===== config.mk =====
export PLATFORM = sky130hd
export DESIGN_NAME = dma_apb_regs
export DESIGN_NICKNAME = d
export VERILOG_FILES = /design/src/rtl/dma_apb_regs.sv
export SDC_FILE = /design/constraint.sdc
export NUM_CORES = 1
export LEC_CHECK = 0
export ABC_CLOCK_PERIOD_IN_PS = 5100
export BUFFER_PORTS_ARGS = -buffer_cell sky130_fd_sc_hd__buf_2
export CORE_MARGIN = 2
export CORE_UTILIZATION = 45
export CTS_CLUSTER_SIZE = 40
export DETAILED_ROUTE_END_ITERATION = 8
export PLACE_DENSITY_LB_ADDON = 0.05
export SLEW_MARGIN = 30
export SYNTH_ARGS = -nofsm -noshare
export SYNTH_HDL_FRONTEND = slang
export SYNTH_SLANG_ARGS = --single-unit

===== constraint.sdc =====
create_clock -name clk -period 5.1 [get_ports clk]
set_input_delay 0.765 -clock clk [delete_from_list [all_inputs] [get_ports clk]]
set_output_delay 0.765 -clock clk [all_outputs]
set_load 0.02 [all_outputs]

===== src/rtl/dma_apb_regs.sv =====
// APB3 register file and start/completion sequencer in front of the DMA engine.
// Holds the transfer configuration, pulses the start mode and keeps sticky done/result status.
module dma_apb_regs #(
    parameter int REG_DATA_WIDTH = 32,
    parameter int APB_ADDR_WIDTH = 8,
    parameter int MODE           = 2,
    parameter int APB_WAIT       = 0
) (
    input  logic                      clk,
    input  logic                      reset,
    input  logic                      psel,
    input  logic                      penable,
    input  logic                      pwrite,
    input  logic [APB_ADDR_WIDTH-1:0] paddr,
    input  logic [REG_DATA_WIDTH-1:0] pwdata,
    output logic [REG_DATA_WIDTH-1:0] prdata,
    output logic                      pready,
    output logic                      pslverr,
    output logic [REG_DATA_WIDTH-1:0] out_src_addr,
    output logic [REG_DATA_WIDTH-1:0] out_dest_addr,
    output logic [REG_DATA_WIDTH-1:0] out_transfer_size,
    output logic [MODE-1:0]           out_mode,
    input  logic                      in_done,
    input  logic [1:0]                in_success,
    output logic                      out_irq
);
    typedef enum logic [1:0] {IDLE, SETUP, ACCESS} state_t;

    localparam logic [APB_ADDR_WIDTH-1:0] A_SRC    = APB_ADDR_WIDTH'(8'h00);
    localparam logic [APB_ADDR_WIDTH-1:0] A_DEST   = APB_ADDR_WIDTH'(8'h04);
    localparam logic [APB_ADDR_WIDTH-1:0] A_SIZE   = APB_ADDR_WIDTH'(8'h08);
    localparam logic [APB_ADDR_WIDTH-1:0] A_CTRL   = APB_ADDR_WIDTH'(8'h0C);
    localparam logic [APB_ADDR_WIDTH-1:0] A_STATUS = APB_ADDR_WIDTH'(8'h10);
    localparam logic [APB_ADDR_WIDTH-1:0] A_IRQEN  = APB_ADDR_WIDTH'(8'h14);

    state_t                    state;
    logic [2:0]                wait_cnt;
    logic [REG_DATA_WIDTH-1:0] src, dest, size;
    logic [MODE-1:0]           ctrl_mode, mode_pulse;
    logic                      busy, done, irq_en;
    logic [1:0]                result;

    logic                      mapped, cfg_reg, mode_ok, err, commit, wr_ok;
    logic [MODE-1:0]           wmode;
    logic [REG_DATA_WIDTH-1:0] rdata;

    always_comb begin
        mapped  = 1'b0;
        cfg_reg = 1'b0;
        rdata   = '0;
        case (paddr)
            A_SRC:    begin mapped = 1'b1; cfg_reg = 1'b1; rdata = src;  end
            A_DEST:   begin mapped = 1'b1; cfg_reg = 1'b1; rdata = dest; end
            A_SIZE:   begin mapped = 1'b1; cfg_reg = 1'b1; rdata = size; end
            A_CTRL:   begin mapped = 1'b1; cfg_reg = 1'b1; rdata = REG_DATA_WIDTH'(ctrl_mode); end
            A_STATUS: begin mapped = 1'b1; rdata = REG_DATA_WIDTH'({result, done, busy}); end
            A_IRQEN:  begin mapped = 1'b1; rdata = REG_DATA_WIDTH'(irq_en); end
            default:  ;
        endcase
        wmode   = pwdata[MODE-1:0];
        mode_ok = (wmode == MODE'(1)) || (wmode == MODE'(2));
        // Config may not change under a running transfer; a start needs a legal mode and a non-zero size.
        err = !mapped
            || (pwrite && busy && cfg_reg)
            || (pwrite && (paddr == A_CTRL) && (!mode_ok || (size == '0)));
    end

    assign pready  = (state == ACCESS) && (wait_cnt == 3'(APB_WAIT));
    assign pslverr = pready && err;
    assign prdata  = (pready && !err) ? rdata : '0;
    assign commit  = pready && psel;
    assign wr_ok   = commit && pwrite && !err;

    assign out_src_addr      = src;
    assign out_dest_addr     = dest;
    assign out_transfer_size = size;
    assign out_mode          = mode_pulse;
    assign out_irq           = done && irq_en;

    always_ff @(posedge clk) begin
        if (reset) begin
            state      <= IDLE;
            wait_cnt   <= '0;
            src        <= '0;
            dest       <= '0;
            size       <= '0;
            ctrl_mode  <= '0;
            mode_pulse <= '0;
            busy       <= 1'b0;
            done       <= 1'b0;
            result     <= '0;
            irq_en     <= 1'b0;
        end else begin
            case (state)
                IDLE:    if (psel && !penable) state <= SETUP;
                SETUP: begin
                    if (!psel) state <= IDLE;
                    else if (penable) begin
                        state    <= ACCESS;
                        wait_cnt <= '0;
                    end
                end
                ACCESS: begin
                    if (!psel) state <= IDLE;
                    else if (pready) state <= penable ? IDLE : SETUP;
                    else wait_cnt <= wait_cnt + 3'd1;
                end
                default: state <= IDLE;
            endcase

            mode_pulse <= '0;
            if (wr_ok) begin
                case (paddr)
                    A_SRC:  src  <= pwdata;
                    A_DEST: dest <= pwdata;
                    A_SIZE: size <= pwdata;
                    A_CTRL: begin
                        ctrl_mode  <= wmode;
                        mode_pulse <= wmode;
                        busy       <= 1'b1;
                    end
                    A_STATUS: if (pwdata[1]) begin
                        done   <= 1'b0;
                        result <= '0;
                    end
                    A_IRQEN: irq_en <= pwdata[0];
                    default: ;
                endcase
            end

            // Placed after the W1C so a coincident completion leaves done set.
            if (in_done && busy) begin
                busy   <= 1'b0;
                done   <= 1'b1;
                result <= in_success;
            end
        end
    end
endmodule

After elaboration in Yosys (flattened, before gate mapping):

Cells that the tools add are included.

* bits in registers: 110
* input bits: 48
* output and inout port bits: 133
* logic and storage cells: 95

* add/subtract/negate cells: 1
* equality and inequality tests: 16
* muxes and demuxes: 24
* bitwise gates (word level): 2
* reductions and logical operators: 41

Operator list (number)
* $pmux W32 S6: 1
* $logic_not A32 Y1: 1
* $mux W32: 1
* $mux W2: 9
* $eq A8 B4 Y1 const B: 2
* $eq A8 B5 Y1 const B: 2
* $logic_and A1 B1 Y1: 13
* $mux W3: 4
* $ne A2 B2 Y1 const B: 5
* $reduce_and A2 Y1: 5
* $eq A8 B3 Y1 const B: 1
* $logic_not A8 Y1: 1
* $reduce_bool A2 Y1: 4
* $mux W1: 7
* $ne A3 B3 Y1 const B: 2
* $pmux W2 S3: 1
* $pmux W3 S2: 1
* $reduce_and A3 Y1: 2
* $reduce_or A6 Y1: 1
* $reduce_and A5 Y1: 1
* $eq A2 B1 Y1 const B: 2
* $eq A2 B2 Y1 const B: 2
* $logic_not A1 Y1: 4
* $logic_or A1 B1 Y1: 4
* 7 further kinds: 8

Logic depth before layout (Yosys ltp):

Gate-level depths: netlist (run 1).

* word-level depth: 10
* depth in mapped cells: 8
* depth with buffers taken out: 6

Worst setup path after synthesis (run 1):

No wires, ideal clock.

* path kind: input -> output
* start point: input port paddr[3]
* end point: output port prdata[11]
* data arrival time: 2.199 ns
* required time: 4.335 ns
* path slack: 2.136 ns
* stages: 7
* buffers on the path: 4
* path through: buf_2 buf_2 nor2b_1 clkbuf_1 clkbuf_1 a21oi_1 a21oi_1

* cells in the longest elaborated chain, start to end: 9
* elaborated cells between the ends (all ways): 20
* classes of those cells: eq/ne: 5; mux: 4; reduce/logical: 11

RTL lines
* from (decl): line 14 `input logic [APB_ADDR_WIDTH-1:0] paddr,`
* $eq A8 B4 Y1, or another cell as far along: line 51, 65
* $reduce_or A6 Y1 (no line) or $reduce_or A4 Y1 (tied branches)
* $mux W1: line 51 `case (paddr)`
* $logic_not A1 Y1 or $logic_and A1 B1 Y1 (tied branches): line 63, 64
* $logic_or A1 B1 Y1: line 64 `|| (pwrite && busy && cfg_reg)`
* $logic_or A1 B1 Y1: line 65 `|| (pwrite && (paddr == A_CTRL) && (!mode_ok || (size == '0)));`
* $logic_not A1 Y1: line 70 `assign prdata = (pready && !err) ? rdata : '0;`
* $logic_and A1 B1 Y1: line 70
* $mux W32 (*): line 70
* to (decl): line 16 `output logic [REG_DATA_WIDTH-1:0] prdata,`

Every way passes the cells marked *; elsewhere a longest branch is shown, timed or not.

Final worst setup path (run 1):

* start point: register wait_cnt[0]
* end point: output port prdata[30]

* cells in the longest elaborated chain, start to end: 4

RTL lines
* from (decl): line 37 `logic [2:0] wait_cnt;`
* from (signal assigned): line 106 `else wait_cnt <= wait_cnt + 3'd1;`
* $logic_not A3 Y1: line 68 `assign pready = (state == ACCESS) && (wait_cnt == 3'(APB_WAIT));`
* $logic_and A1 B1 Y1: line 68
* $logic_and A1 B1 Y1: line 70
* $mux W32: line 70

Every way passes these cells.

==> impl_metrics.env, run 1 <==
export IMPL_rows=40
export IMPL_min_period_over_period=0.7359
export IMPL_ys_seq_elements=110
export IMPL_cts_buffers=9
export IMPL_powerDensity_nw_per_um2=250.5
export IMPL_cts_sinks=110
export IMPL_maxCapViolations=0
export IMPL_seq_area_sq_um=2202
export IMPL_clockBufferDepth=2
export IMPL_gp_congestion=0.8232
export IMPL_cts_repair_resized=0
export IMPL_path_clk_slew_ns=0.07
export IMPL_viasPerCell=6.155
export IMPL_rsz0062_at_grt="false"
export IMPL_gr_max_usage_layer="met2"
export IMPL_synth_avg_cell_area_sq_um=7.833
export IMPL_period_minus_slack_ns=3.753
export IMPL_grt_overflow=0
export IMPL_pwr_share_clk=0.424
export IMPL_skew_ns=0.009456
export IMPL_track_usage=0.2917
export IMPL_synth_cells=698
export IMPL_power_frac_comb=0.061
export IMPL_cp_arrival_ns=2.99
export IMPL_cp_data_required_time_ns=4.34
export IMPL_fin_tns_setup_ns=0
export IMPL_worst_pin_slew_ns=0.8721
export IMPL_first_pass_iters=5
export IMPL_die_y_um=114.2
export IMPL_cp_slowest_stage_delay_ns=0.55
export IMPL_ant_nets=0
export IMPL_cts_setup_buffers=0
export IMPL_start_util=0.4590
export IMPL_design_die_area_sq_um=13050
export IMPL_grt_max_degree=104
export IMPL_postCtsHoldBufs=0
export IMPL_nets=879
export IMPL_areaGrowthSynthToFinish_pct=21.78
export IMPL_htreeDepth=3
export IMPL_netlist_area_sq_um=5468
export IMPL_grt_pass1_wl_mm=30.13
export IMPL_fmax_mhz=266.4
export IMPL_critPathSlowestCell="nand3b_2"
export IMPL_wirelength_mm=19.30
export IMPL_grt_pass1_vias=5754
export IMPL_layoutNonFillerInstCount=981
export IMPL_dr_total_vias=6038
export IMPL_met3_usage=0.04447
export IMPL_die_x_um=114.2
export IMPL_cp_top_family="simple AND/OR/NAND/NOR gates"
export IMPL_tritoncts="yes"
export IMPL_io_buffers=180
export IMPL_yosysUniqueCellTypes=45
export IMPL_drt_iter0_drc=460
export IMPL_yosys_warnings=0
export IMPL_synth_edff_count=0
export IMPL_critPathKind="flip-flop to output pin"
export IMPL_setup_viol=0
export IMPL_hold_path_class="flip-flop to flip-flop"
export IMPL_pwr_share_seq=0.515
export IMPL_ir_worst_vdd_uv=184.4
export IMPL_status="finished clean"
export IMPL_antenna_found_initial=0
export IMPL_hold_slack_ns=0.4702
export IMPL_yosysSeqAreaShare=0.4027
export IMPL_worstPathCellList="inv_1, ha_1, and4bb_2, buf_4, and3_1, nand3b_2, a21oi_1, buf_2"
export IMPL_place_inst=965
export IMPL_met1_usage=0.3762
export IMPL_crit_fanout=42
export IMPL_p_sw_mw=0.3971
export IMPL_synth_ff_type="dfxtp_1"
export IMPL_clock_latency_ns=0.36
export IMPL_swShare=0.2380
export IMPL_avgRoutedWirePerCell_um=19.67
export IMPL_met2_usage=0.4865
export IMPL_drc=0
export IMPL_insertedDiodeCount=0
export IMPL_slew_viol_final=0
export IMPL_final_cell_mix="buf_2, a21oi_1, dfxtp_1"
export IMPL_p_leak_nw=2.745
export IMPL_ios=181
export IMPL_internal_power_mw=1.271
export IMPL_place_hpwl_mm=12.62
export IMPL_r2r_slack_ns=2.31
export IMPL_multi_input_area_sq_um=2935
export IMPL_slew_headroom=0.4186
export IMPL_critPathBufInv=3
export IMPL_core_area_sq_um=11910
export IMPL_root_buffer="clkbuf_16"
export IMPL_async_flop_share=0
export IMPL_drive_above_1_share=0.2650
export IMPL_fillCellCount=1159
export IMPL_startpoint_type="flip-flop"
export IMPL_finalHoldViolCount=0
export IMPL_syn_nets=748
export IMPL_mostFrequentLayoutCell="buf_2"
export IMPL_cp_end_kind="output pin"
## worst paths after layout
kind,start,to,depth (start not counted)
setup / recovery,wait_cnt[0]$_SDFFE_PP0P_,prdata[30],8
hold reg to reg,ctrl_mode[1]$_SDFFE_PP0P_,ctrl_mode[1]$_SDFFE_PP0P_,2
setup reg to reg,wait_cnt[0]$_SDFFE_PP0P_,out_dest_addr[8]$_SDFFE_PP0P_,8
hold / removal,ctrl_mode[1]$_SDFFE_PP0P_,ctrl_mode[1]$_SDFFE_PP0P_,2
## cell families after synthesis
family,share of synthesized area
XOR/XNOR,0.001602
AND/OR/NAND/NOR,0.1927
multiplexers,0.07231
adder cells (fa/ha/maj),0.004576
buffers and inverters,0.06201
flip-flops,0.4027
AO/OA/AOI/OAI,0.2641
## registers in the layout (all words and copies together) (netlist names)
| signal | cells |
|---|---|
| busy | 1 |
| ctrl_mode | 2 |
| done | 1 |
| irq_en | 1 |
| out_dest_addr | 32 |
| out_mode | 2 |
| out_src_addr | 32 |
| out_transfer_size | 32 |
| result | 2 |
| state | 2 |
| wait_cnt | 3 |
## metal layers
metal	vias to the layer above	part of all wire	wire length (um)
li1	2842	-	-
met1	2883	0.42	8110
met2	280	0.48	9349
met3	33	0.071	1367
met4	0	0.024	470
met5	-	0	0
## cell type report
cell class,instances,share of cell area
clock inverters,5,0.008831
multi-input cells,508,0.4408
flip-flops and latches,110,0.3307
well taps,147,0.02762
clock buffers,11,0.03495
inverters,5,0.002818
repair buffers,195,0.1543
## per-stage QoR
| step | power (mW) | setup WS, ns | instance area, sq um | util |
|---|---|---|---|---|
| floorplan | 0.9325 | 2.136 | 5468 | - |
| global placement | 0.9759 | 1.572 | 6335 | 0.5318 |
| detailed placement | 0.9781 | 1.507 | 6367 | 0.5346 |
| CTS | 1.678 | 1.341 | 6659 | 0.5590 |
| global route | 1.721 | 1.163 | 6659 | 0.5590 |
| finish | 1.668 | 1.347 | 6659 | 0.5590 |
## power by group through the flow
stage	Combinational, mW	Sequential, mW	Clock, mW
2_1_floorplan	0.0534	0.879	0
5_1_grt	0.108	0.859	0.754
3_5_place_dp	0.0988	0.879	0
4_1_cts	0.0989	0.859	0.720
3_3_place_gp	0.0967	0.879	0
6_report	0.101	0.859	0.708
## synth_stat cells (all sizes together) (3+ instances only)
library cell    n  area share
nand2          12      0.0082
inv             5      0.0034
dfxtp         110        0.40
mux2i          35       0.064
nor3            3      0.0037
a21oi         154        0.14
buf            33       0.030
nor2b           5      0.0057
nand3b          3      0.0048
and4            4      0.0064
o211ai          3      0.0050
o21ai          98       0.090
and2            3      0.0034
clkbuf         42       0.029
nor4            8      0.0092
nor2           37       0.025
and3            3      0.0034
a2bb2oi         3      0.0048
nand4          37       0.042
nand3          69       0.063
## worst reg2reg max path, cell delays in order (launching register included)
cell,delay (ns)
dfxtp_1,0.33
inv_1,0.07
ha_1,0.17
and4bb_2,0.22
buf_4,0.42
nand3_1,0.70
buf_4,0.46
o21ai_0,0.19
a21oi_1,0.09
No activity file was read; power rests on OpenSTA's default activity.
==> run 2: changes to the inputs <==
--- a/config.mk
+++ b/config.mk
@@ -5,7 +5,8 @@
 export SDC_FILE = /design/constraint.sdc
 export NUM_CORES = 1
 export LEC_CHECK = 0
-export ABC_CLOCK_PERIOD_IN_PS = 5100
+export ABC_AREA = 1
+export ABC_CLOCK_PERIOD_IN_PS = 3900
 export BUFFER_PORTS_ARGS = -buffer_cell sky130_fd_sc_hd__buf_2
 export CORE_MARGIN = 2
 export CORE_UTILIZATION = 45
==> constraint.sdc (replaced) <==
create_clock -name clk -period 3.9 [get_ports clk]
set_input_delay 0.585 -clock clk [delete_from_list [all_inputs] [get_ports clk]]
set_output_delay 0.585 -clock clk [all_outputs]
set_load 0.02 [all_outputs]
==> impl_metrics.env, run 2 <==
export IMPL_status="finished clean"
export IMPL_netlist_area_sq_um=4970
export IMPL_drive_above_1_share=0.2569
export IMPL_synth_area_leaders="dfxtp_1, nand2_1, a21oi_1, a31oi_1, nor2_1"
export IMPL_worst_pin_slew_ns=0.7057
export IMPL_synth_most_common_cell="nand2_1"
export IMPL_core_area_sq_um=10790
export IMPL_syn_nets=761
export IMPL_cts_repair_resized=0
export IMPL_min_period_over_period=0.8755
export IMPL_crit_fanout=32
export IMPL_viasPerCell=5.201
export IMPL_mostFrequentLayoutCell="nand2_1"
export IMPL_cp_end_kind="output pin"
export IMPL_final_cell_mix="nand2_1, buf_2, dfxtp_1"
export IMPL_finalWorstSetupSlack_ns=0.4855
export IMPL_tritoncts="yes"
export IMPL_grt_pass1_vias=4847
export IMPL_hold_slack_ns=0.4557
export IMPL_synth_edff_count=0
export IMPL_cts_buffers=9
export IMPL_synth_top_area_share=0.4431
export IMPL_skew_ns=0.005778
export IMPL_track_usage=0.2626
export IMPL_grt_pass1_wl_mm=24.41
export IMPL_ys_seq_elements=110
export IMPL_preCtsSetupSlack_ns=0.4854
export IMPL_nets=917
export IMPL_fin_tns_setup_ns=0
export IMPL_layoutNonFillerInstCount=1012
export IMPL_slew_viol_final=0
export IMPL_synth_cells=711
export IMPL_yosys_warnings=0
export IMPL_cts_setup_buffers=0
export IMPL_io_buffers=180
export IMPL_dr_total_vias=5263
export IMPL_synth_common_cells="nand2_1, dfxtp_1, a21oi_1"
export IMPL_areaGrowthSynthToFinish_pct=21.80
export IMPL_htreeDepth=3
export IMPL_cp_arrival_ns=2.83
export IMPL_cp_data_required_time_ns=3.31
export IMPL_startpoint_type="primary input"
export IMPL_path_clk_slew_ns=0.10
export IMPL_synth_area_leader_cell="dfxtp_1"
export IMPL_root_buffer="clkbuf_8"
export IMPL_setup_viol=0
export IMPL_synth_avg_cell_area_sq_um=6.990
export IMPL_synth_ff_type="dfxtp_1"
export IMPL_fmax_mhz=292.9
export IMPL_start_util=0.4605
export IMPL_hold_path_class="primary input to flip-flop"
export IMPL_async_flop_share=0
export IMPL_avgRoutedWirePerCell_um=15.33
export IMPL_grt_overflow=0
export IMPL_gp_congestion=0.8534
export IMPL_cts_sinks=110
export IMPL_ios=181
export IMPL_rows=38
export IMPL_p_leak_nw=2.512
export IMPL_drt_iter0_drc=328
export IMPL_period_minus_slack_ns=3.414
export IMPL_wirelength_mm=15.51
export IMPL_die_x_um=109.1
export IMPL_yosysUniqueCellTypes=29
export IMPL_rsz0062_at_grt="false"
export IMPL_drc=0
export IMPL_clockBufferDepth=2
export IMPL_critPathKind="primary input to output pin"
export IMPL_yosysSeqAreaShare=0.4431
export IMPL_powerDensity_nw_per_um2=314.3
export IMPL_ir_worst_vdd_uv=157.9
export IMPL_ant_nets=0
export IMPL_maxCapViolations=0
export IMPL_die_y_um=109.1
export IMPL_first_pass_iters=5
export IMPL_clock_latency_ns=0.38
export IMPL_postCtsHoldBufs=0
export IMPL_antenna_found_initial=1
export IMPL_slew_headroom=0.5279
export IMPL_grt_max_degree=53
export IMPL_finalHoldViolCount=0
export IMPL_place_hpwl_mm=10.23
export IMPL_design_die_area_sq_um=11900
export IMPL_place_inst=996
export IMPL_insertedDiodeCount=0
run 2: changes by cell type in the layout (fill, tap and decap cells not counted), sizes merged, moves of 4 or more:
cell / change
nand2: +307
o21ai: -95
nand3: -57
a21oi: -46
mux2i: -35
nand4: -31
a31oi: +27
inv: +20
buf: -9
nor4: -8
nor2: +7
nor2b: -5
and4: -4
run 2: final cells by class:
class	count	area, sq um
tap	140	175.2
multi-input combinational	535	2432
clock buffer	9	123.9
timing repair buffer	186	948.4
clock inverter	7	72.57
sequential	110	2202
fill	1070	4740
inverter	25	98.84
run 2: layer usage:
metal | part of all wire | track usage
met1 | 0.44 | 0.3426
met2 | 0.49 | 0.4432
met3 | 0.055 | 0.03467
met4 | 0.014 | 0.09524
met5 | 0 | 0
run 2: cell families after synthesis:
| kind of cell | after synthesis | synth area share |
|---|---|---|
| AO/OA/AOI/OAI | 147 | 0.1614 |
| XOR/XNOR | 1 | 0.001763 |
| adder cells (fa/ha/maj) | 2 | 0.005034 |
| buffers and inverters | 66 | 0.06747 |
| flip-flops | 110 | 0.4431 |
| AND/OR/NAND/NOR | 385 | 0.3212 |
run 2: metrics by stage:
step / utilization / cell area (sq um) / power, mW
after floorplan: - / 4970 / 1.181
after global placement: 0.5427 / 5857 / 1.223
after detailed placement: 0.5427 / 5857 / 1.225
after CTS: 0.5609 / 6053 / 1.920
after global routing: 0.5609 / 6053 / 1.964
final: 0.5609 / 6053 / 1.902
run 2: worst max-delay path, cell delays in order:
cell and delay, ns:
buf_2 0.10, nor2_2 0.15, nand3_1 0.13, nor2_1 0.35, nor2_1 0.09, nand3_1 0.11
nand2_2 0.10, a21oi_2 0.20, nand2_2 0.44, a31oi_1 0.35, buf_2 0.21
run 2: path summary, 6_finish.rpt:
| check | cells past startpoint | to | slack, ns | startpoint |
|---|---|---|---|---|
| max | 11 | prdata[0] | 0.49 | paddr[7] |
| min reg2reg | 2 | out_src_addr[28]$_SDFFE_PP0P_ | 0.48 | out_src_addr[28]$_SDFFE_PP0P_ |
| min | 3 | result[1]$_SDFFE_PP0P_ | 0.46 | in_success[1] |
| max reg2reg | 8 | out_transfer_size[3]$_SDFFE_PP0P_ | 1.10 | wait_cnt[0]$_SDFFE_PP0P_ |
run 2: where the power goes:
part           internal, mW  switching (mW)
sequential             1.12        0.000779
combinational        0.0240          0.0515
clock                 0.299           0.403
total                  1.45           0.455
==> run 3: changes to the inputs <==
--- a/config.mk
+++ b/config.mk
@@ -8,7 +8,6 @@
 export ABC_AREA = 1
 export ABC_CLOCK_PERIOD_IN_PS = 3900
 export BUFFER_PORTS_ARGS = -buffer_cell sky130_fd_sc_hd__buf_2
-export CORE_MARGIN = 2
 export CORE_UTILIZATION = 45
 export CTS_CLUSTER_SIZE = 40
 export DETAILED_ROUTE_END_ITERATION = 8
==> impl_metrics.env, run 3 (synthesis results as in run 2) <==
export IMPL_slew_headroom=0.5168
export IMPL_cp_num_cells=11
export IMPL_first_pass_iters=5
export IMPL_rsz0062_at_grt="false"
export IMPL_maxCapViolations=0
export IMPL_cp_top_family="simple AND/OR/NAND/NOR gates"
export IMPL_fin_tns_setup_ns=0
export IMPL_drt_iter0_drc=357
export IMPL_ir_worst_vdd_uv=190.9
export IMPL_worst_pin_slew_ns=0.7223
export IMPL_min_period_over_period=0.8668
export IMPL_start_util=0.4605
export IMPL_cp_slowest_stage_delay_ns=0.44
export IMPL_finalWorstSetupSlack_ns=0.5195
export IMPL_fillCellCount=1063
export IMPL_skew_ns=0.01430
export IMPL_clockBufferDepth=2
export IMPL_drc=0
export IMPL_dr_total_vias=5272
export IMPL_min_path_cells=3
export IMPL_cts_setup_buffers=0
export IMPL_r2r_slack_ns=1.18
export IMPL_design_die_area_sq_um=11470
export IMPL_areaGrowthSynthToFinish_pct=21.73
export IMPL_die_x_um=107.1
export IMPL_avgRoutedWirePerCell_um=14.75
export IMPL_critPathSlowestCell="nand2_2"
export IMPL_cp_data_required_time_ns=3.31
export IMPL_insertedDiodeCount=0
export IMPL_preCtsSetupSlack_ns=0.5098
export IMPL_stdcell_area_sq_um=6050
export IMPL_setup_viol=0
export IMPL_cts_buffers=9
export IMPL_cp_end_kind="output pin"
export IMPL_nets=917
export IMPL_rows=38
export IMPL_io_buffers=180
export IMPL_cp_arrival_ns=2.80
export IMPL_grt_pass1_vias=4752
export IMPL_crit_fanout=32
export IMPL_critPathKind="primary input to output pin"
export IMPL_place_inst=996
export IMPL_postCtsHoldBufs=0
export IMPL_path_clk_slew_ns=0.10
export IMPL_slew_viol_final=0
export IMPL_place_area_sq_um=5857
export IMPL_gp_congestion=0.8201
export IMPL_ios=181
export IMPL_powerDensity_nw_per_um2=308.2
export IMPL_antenna_found_initial=0
export IMPL_viasPerCell=5.209
export IMPL_cts_repair_resized=0
export IMPL_ant_nets=0
export IMPL_layoutNonFillerInstCount=1012
export IMPL_htreeDepth=3
export IMPL_track_usage=0.2665
export IMPL_fmax_mhz=295.8
export IMPL_root_buffer="clkbuf_8"
export IMPL_place_hpwl_mm=9.817
export IMPL_p_leak_nw=2.518
export IMPL_cts_sinks=110
export IMPL_clock_latency_ns=0.37
export IMPL_die_y_um=107.1
export IMPL_r2r_cells=8
export IMPL_hold_path_class="primary input to flip-flop"
export IMPL_wirelength_mm=14.92
export IMPL_critPathBufInv=2
export IMPL_worstPathCellList="buf_2, nor2_2, nand3_1, nor2_1, nor2_1, nand3_1, nand2_2, a21oi_2, nand2_2, a31oi_1, buf_2"
export IMPL_status="finished clean"
export IMPL_startpoint_type="primary input"
export IMPL_final_cell_mix="nand2_1, buf_2, dfxtp_1"
export IMPL_grt_pass1_wl_mm=24.01
export IMPL_finalHoldViolCount=0
export IMPL_mostFrequentLayoutCell="nand2_1"
export IMPL_tritoncts="yes"
export IMPL_grt_overflow=0
export IMPL_drive_above_1_share=0.2569
export IMPL_grt_max_degree=53
export IMPL_period_minus_slack_ns=3.381
export IMPL_core_area_sq_um=10790
## run 3: cell count changes in the layout (fill, tap and decap cells not counted), sizes merged
cell,before,now
bufinv,1,0
clkbuf,9,12
clkinv,3,4
clkinvlp,2,0
inv,26,25
## run 3: worst min-delay path, delay by kind of cell
kind / cells / cell delay [ns]
buffers and inverters: 1 / 0.10
AND/OR/NAND/NOR: 1 / 0.06
AO/OA/AOI/OAI: 1 / 0.05
## run 3: layout make-up
| cell class | count | area (sq um) | share of cell area |
|---|---|---|---|
| sequential | 110 | 2202 | 0.3640 |
| timing repair buffer | 186 | 948.4 | 0.1568 |
| tap | 140 | 175.2 | 0.02896 |
| inverter | 25 | 98.84 | 0.01634 |
| clock buffer | 12 | 165.2 | 0.02730 |
| clock inverter | 4 | 27.53 | 0.004550 |
| multi-input combinational | 535 | 2432 | 0.4021 |
## run 3: layer usage
metal	vias up	part of all wire	global-route usage
met5	-	0	0
li1	2610	-	-
met2	184	0.48	0.4465
met1	2464	0.45	0.3508
met3	14	0.058	0.04195
met4	0	0.013	0.08317
## run 3: stage by stage
step / total power, mW / hold WS (ns) / util
after detailed placement: 1.224 / 0.4663 / 0.5427
final: 1.865 / 0.4691 / 0.5605
after floorplan: 1.181 / 0.4524 / -
after CTS: 1.877 / 0.4546 / 0.5605
after global placement: 1.223 / 0.4638 / 0.5427
after global routing: 1.936 / 0.4569 / 0.5605
## run 3: power breakdown
group / total (mW) / internal (mW) / leakage [nW] / switching, mW
Sequential: 1.12 / 1.12 / 0.886 / 0.000783
Clock: 0.666 / 0.287 / 0.103 / 0.380
Combinational: 0.0742 / 0.0239 / 1.53 / 0.0503
## run 3: final timing paths
kind                                 start                                 end
max                               paddr[7]                           prdata[0]
max reg2reg       wait_cnt[0]$_SDFFE_PP0P_  out_transfer_size[23]$_SDFFE_PP0P_
min reg2reg  out_src_addr[15]$_SDFFE_PP0P_       out_src_addr[15]$_SDFFE_PP0P_
min                          in_success[1]              result[1]$_SDFFE_PP0P_
